===== config.mk =====
export PLATFORM = sky130hd
export DESIGN_NAME = motor_ramp_ctrl
export DESIGN_NICKNAME = d
export VERILOG_FILES = /design/src/rtl/motor_ramp_ctrl.sv
export SDC_FILE = /design/constraint.sdc
export NUM_CORES = 1
export LEC_CHECK = 0
export BUFFER_PORTS_ARGS = -buffer_cell sky130_fd_sc_hd__buf_2
export CAP_MARGIN = 25
export CELL_PAD_IN_SITES_DETAIL_PLACEMENT = 1
export CELL_PAD_IN_SITES_GLOBAL_PLACEMENT = 1
export CORE_UTILIZATION = 27
export DETAILED_ROUTE_END_ITERATION = 16
export PLACE_DENSITY = 0.51
export SLEW_MARGIN = 20
export SYNTH_ARGS = -nofsm -noshare
export SYNTH_HDL_FRONTEND = slang
export SYNTH_SLANG_ARGS = --single-unit
export TNS_END_PERCENT = 20

===== constraint.sdc =====
create_clock -name i_clk -period 11.2 [get_ports i_clk]
set_input_delay 0 -clock i_clk [delete_from_list [all_inputs] [get_ports i_clk]]
set_output_delay 0 -clock i_clk [all_outputs]
set_load 0.005 [all_outputs]

===== src/rtl/motor_ramp_ctrl.sv =====
// motor_ramp_ctrl: speed ramp sequencer for a downstream PWM generator.
//
// Ports
//   i_clk       clock, all state on rising edge
//   i_rst       asynchronous active-high reset
//   i_start     one-cycle request to run, or to retarget while running
//   i_stop      one-cycle request to decelerate and stop (wins over i_start)
//   i_target    requested speed, sampled on an accepted i_start
//   i_step      speed change per ramp step (0 behaves as 1)
//   o_en        PWM enable
//   o_value     PWM speed value, kept in [MIN_VALUE, MAX_VALUE] while o_en=1
//   o_busy      high whenever not IDLE
//   o_at_speed  high in RUN
//   o_done      one-cycle pulse on STOP -> IDLE
//
// state | meaning
// ------+-------------------------------------------------------------
// IDLE  | output disabled, o_value=0, waiting for i_start
// RAMP  | moving o_value toward tgt by one step every STEP_DIV clocks
// RUN   | o_value == tgt, held constant
// STOP  | decelerating toward MIN_VALUE, then disable and pulse o_done
module motor_ramp_ctrl #(
  parameter int STEP_DIV  = 100000,
  parameter int MIN_VALUE = 10,
  parameter int MAX_VALUE = 50000
) (
  input  logic        i_clk,
  input  logic        i_rst,
  input  logic        i_start,
  input  logic        i_stop,
  input  logic [15:0] i_target,
  input  logic [15:0] i_step,
  output logic        o_en,
  output logic [15:0] o_value,
  output logic        o_busy,
  output logic        o_at_speed,
  output logic        o_done
);

  localparam logic [15:0] MIN16     = 16'(MIN_VALUE);
  localparam logic [15:0] MAX16     = 16'(MAX_VALUE);
  localparam logic [23:0] STEP_LAST = 24'(STEP_DIV - 1);

  typedef enum logic [1:0] {S_IDLE, S_RAMP, S_RUN, S_STOP} state_t;

  state_t      state, state_nxt;
  logic [23:0] cnt;
  logic [15:0] tgt, tgt_nxt, tgt_clamp;
  logic [15:0] stp, ramp_val, stop_val, value_nxt;
  logic [16:0] sum;
  logic        step_hit, en_nxt, done_nxt;

  assign step_hit  = (state != S_IDLE) && (cnt == STEP_LAST);
  assign stp       = (i_step == 16'd0) ? 16'd1 : i_step;
  assign tgt_clamp = (i_target < MIN16) ? MIN16 :
                     (i_target > MAX16) ? MAX16 : i_target;
  assign sum       = {1'b0, o_value} + {1'b0, stp};

  // Saturating moves: never step past tgt (ramp) or below MIN_VALUE (stop).
  always_comb begin
    ramp_val = tgt;
    if (o_value < tgt) begin
      if (sum < {1'b0, tgt}) ramp_val = sum[15:0];
    end else if ((o_value - tgt) > stp) begin
      ramp_val = o_value - stp;
    end
  end

  assign stop_val = ((o_value - MIN16) > stp) ? (o_value - stp) : MIN16;

  // State register
  always_ff @(posedge i_clk or posedge i_rst) begin
    if (i_rst) state <= S_IDLE;
    else       state <= state_nxt;
  end

  // Next-state logic
  always_comb begin
    state_nxt = state;
    case (state)
      S_IDLE: if (i_start) state_nxt = S_RAMP;
      S_RAMP: begin
        if (i_stop)                              state_nxt = S_STOP;
        else if (i_start)                        state_nxt = S_RAMP;
        else if (o_value == tgt)                 state_nxt = S_RUN;
        else if (step_hit && (ramp_val == tgt))  state_nxt = S_RUN;
      end
      S_RUN: begin
        if (i_stop)       state_nxt = S_STOP;
        else if (i_start) state_nxt = S_RAMP;
      end
      S_STOP: if (step_hit && (o_value == MIN16)) state_nxt = S_IDLE;
      default: state_nxt = S_IDLE;
    endcase
  end

  // Output / datapath next values; a retarget cycle does not also step,
  // so a stale direction can never overshoot the new target.
  always_comb begin
    value_nxt = o_value;
    en_nxt    = o_en;
    done_nxt  = 1'b0;
    tgt_nxt   = tgt;
    case (state)
      S_IDLE: begin
        if (i_start) begin
          value_nxt = MIN16;
          en_nxt    = 1'b1;
          tgt_nxt   = tgt_clamp;
        end
      end
      S_RAMP: begin
        if (!i_stop) begin
          if (i_start)       tgt_nxt   = tgt_clamp;
          else if (step_hit) value_nxt = ramp_val;
        end
      end
      S_RUN: if (!i_stop && i_start) tgt_nxt = tgt_clamp;
      S_STOP: begin
        if (step_hit) begin
          if (o_value == MIN16) begin
            value_nxt = 16'd0;
            en_nxt    = 1'b0;
            done_nxt  = 1'b1;
          end else begin
            value_nxt = stop_val;
          end
        end
      end
      default: ;
    endcase
  end

  always_ff @(posedge i_clk or posedge i_rst) begin
    if (i_rst) begin
      cnt        <= '0;
      tgt        <= MIN16;
      o_value    <= '0;
      o_en       <= 1'b0;
      o_done     <= 1'b0;
      o_busy     <= 1'b0;
      o_at_speed <= 1'b0;
    end else begin
      if ((state == S_IDLE) || (state_nxt != state) || step_hit) cnt <= '0;
      else                                                       cnt <= cnt + 24'd1;
      tgt        <= tgt_nxt;
      o_value    <= value_nxt;
      o_en       <= en_nxt;
      o_done     <= done_nxt;
      o_busy     <= (state_nxt != S_IDLE);
      o_at_speed <= (state_nxt == S_RUN);
    end
  end

endmodule


==> impl_metrics.env <==
export IMPL_die_h_um=174
export IMPL_gp_congestion=0.850
export IMPL_overflow=0
export IMPL_holdCritPathClass="in2reg"
export IMPL_grt_max_degree=63
export IMPL_worst_pin_slew_ns=0.977
export IMPL_setup_viol=0
export IMPL_critPathLaunchType="flop"
export IMPL_diodes=0
export IMPL_layout_common_cells="121 x nor2_1, 100 x ha_1, 89 x a21oi_1"
export IMPL_grtUsageTotal=0.211
export IMPL_synthArstFlopShare=1.00
export IMPL_cts_setup_buffers=0
export IMPL_critPathCaptureType="flop"
export IMPL_tns_ns=0
export IMPL_area_growth_pct=13.3
export IMPL_path_clk_slew_ns=0.06
export IMPL_maxCapViolCount=0
export IMPL_wl_per_cell_um=21.5
export IMPL_ys_ff_latch=62
export IMPL_synth_edf_count=0
export IMPL_cts_tree="yes"
export IMPL_r2r_cells=24
export IMPL_wl_um=31200
export IMPL_die_x_um=174
export IMPL_syn_inst=1025
export IMPL_clkSinkCount=62
export IMPL_maxSlewViolCount=0
export IMPL_worstReg2RegStart="tgt[1]"
export IMPL_htree_levels=3
export IMPL_fin_cells=1454
export IMPL_hold_start="i_target[1]"
export IMPL_timing_fmax_mhz=154
export IMPL_clock_skew_ns=0.00849
export IMPL_worstPathRequired_ns=11.44
export IMPL_ys_dominant_reg_cell="dfrtp_1"
export IMPL_crit_fanout=13
export IMPL_fillers=3515
export IMPL_synth_warnings=0
export IMPL_setup_ws_ns=4.71
export IMPL_cts_root_buf="clkbuf_16"
export IMPL_antenna_left=0
export IMPL_yosysUniqueCellTypes=91
export IMPL_crit_path_cell_trace="inv_1 -> ha_1 -> nor2b_1 -> o21ai_0 -> a21boi_0 -> o21ai_0 -> a21oi_1 -> o2111ai_1 -> nand3_1 -> o41ai_1 -> o2111ai_1 -> a21oi_1 -> xnor2_1 -> ha_1 -> nand3_1 -> or3_1 -> o21ai_0 -> o311ai_0 -> a21oi_1 -> a2111oi_2 -> a31oi_1 -> o21ai_2 -> buf_6 -> nor2_1"
export IMPL_cpLargestDelayFamily="compound AO/OA/AOI/OAI gates"
export IMPL_core_sq_um=28900
export IMPL_ys_seq_area_frac=0.196
export IMPL_critical_path_slowest_cell="o311ai_0"
export IMPL_initial_core_util=0.275
export IMPL_cp_num_buf_inv=2
export IMPL_cts_max_path_buffers=2
export IMPL_slowest_delay_ns=0.65
export IMPL_syn_nets=1165
export IMPL_vias=7901
export IMPL_rsz0062_at_grt="no"
export IMPL_port_buffers=55
export IMPL_final_nets=1205
export IMPL_firstDrtPassIters=5
export IMPL_die_area_sq_um=30100
export IMPL_drc=0
export IMPL_status="complete, no violations"
export IMPL_io_pins=56
export IMPL_slew_limit_headroom=0.349
export IMPL_grt_pass1_vias=8072
export IMPL_cp_startpoint="tgt[1]"
export IMPL_drive_gt1_frac=0.101
export IMPL_antenna_found_initial=0
export IMPL_path_depth=24
export IMPL_holdPathStages=3
export IMPL_numPlacedInstances=1422
export IMPL_clk_latency_ns=0.35
export IMPL_viasPerCell=5.43
export IMPL_syn_avg_cell_area_sq_um=7.75
export IMPL_post_route_util=0.312
export IMPL_post_route_min_period_ns=6.49
export IMPL_numCtsBuffers=9
export IMPL_endpoint="cnt[2]"
export IMPL_hold_viol=0
export IMPL_rows=62
export IMPL_final_common_cell="nor2_1"
export IMPL_grt_first_pass_wirelength_um=48700
export IMPL_path_class="reg2reg"
export IMPL_drt_iter0_drc=433
export IMPL_post_route_period_util=0.580
export IMPL_place_hpwl_um=25400
export IMPL_pre_cts_slack_ns=4.73
export IMPL_reg2reg_to="cnt[2]"
export IMPL_reg2reg_setup_slack_ns=4.71
export IMPL_cp_arrival_ns=6.73
export IMPL_synth_area_sq_um=7950
synth_stat cells, types with 15 or more instances:
cell        n  area [sq um]
nor2b_1    15          93.8
nand3_1    31           155
dfrtp_1    60          1500
nand4_1    18           113
ha_1      100          1250
o21ai_0    41           205
a21oi_1    89           445
xor2_1     32           280
nor2_1    121           454
clkbuf_1   35           131
nand2_1    69           259
a21o_1     24           180
inv_1      72           270
nor3_1     27           135
xnor2_1    55           482
worst min-delay path by stage:
stage | end | slack, ns
after floorplan | tgt[0] | 0.13
after global placement | tgt[10] | 0.23
after detailed placement | tgt[12] | 0.24
after CTS | tgt[1] | 0.005
after global routing | tgt[1] | 0.05
final | tgt[1] | 0.01
worst register-to-register path: stages, from the launching register on:
cell,delay (ns)
dfstp_2,0.59
inv_1,0.17
ha_1,0.34
nor2b_1,0.13
o21ai_0,0.22
a21boi_0,0.16
o21ai_0,0.23
a21oi_1,0.15
o2111ai_1,0.19
nand3_1,0.12
o41ai_1,0.60
o2111ai_1,0.22
a21oi_1,0.21
xnor2_1,0.14
ha_1,0.26
nand3_1,0.13
or3_1,0.14
o21ai_0,0.17
o311ai_0,0.66
a21oi_1,0.18
a2111oi_2,0.39
a31oi_1,0.16
o21ai_2,0.52
buf_6,0.24
nor2_1,0.06
cell type report:
| cell class | count | area [sq um] | share of cell area |
|---|---|---|---|
| multi-input combinational | 839 | 5910 | 0.657 |
| sequential | 62 | 1550 | 0.173 |
| timing repair buffer | 77 | 484 | 0.0538 |
| tap | 384 | 480 | 0.0534 |
| inverter | 76 | 288 | 0.0320 |
| clock buffer | 9 | 225 | 0.0250 |
| clock inverter | 7 | 60.1 | 0.00667 |
metal layers:
| layer | share of wire | track usage | up-vias |
|---|---|---|---|
| met5 | 0 | 0 | - |
| met4 | 0.022 | 0.0634 | 0 |
| met3 | 0.040 | 0.0263 | 35 |
| met2 | 0.44 | 0.332 | 164 |
| met1 | 0.49 | 0.300 | 3908 |
| li1 | - | - | 3794 |
metrics by stage:
step | hold slack [ns] | area [sq um]
after floorplan | 0.133 | 7950
after global placement | 0.233 | 8550
after detailed placement | 0.241 | 8560
after CTS | 0.00467 | 9000
after global routing | 0.0469 | 9000
final | 0.0139 | 9000
logic make-up (layout without fill, tap and decap cells):
kind of cell               after synthesis  in the layout  share of synthesized area
adders and majority gates              104            104                      0.168
and+or+nand+nor                        354            354                      0.221
xor gates and xnor gates                89             89                      0.102
muxes                                    5              5                    0.00677
DFF                                     62             62                      0.196
AOI/OAI and AO/OA                      287            287                      0.245
buffers and inverters                  124            169                     0.0620
flip-flops by register name, summed over array words and instances, names as in the netlist:
register,count
cnt,24
o_at_speed,1
o_busy,1
o_done,1
o_en,1
o_value,16
state,2
tgt,16
timing repair:
item                      in CTS  in global routing
hold buffers                  16                  0
hold endpoints to repair      75                  0
resized for setup              0                  0
Power is not shown: default switching activity piles up to over one toggle a cycle in this logic, so the estimate is an artifact.
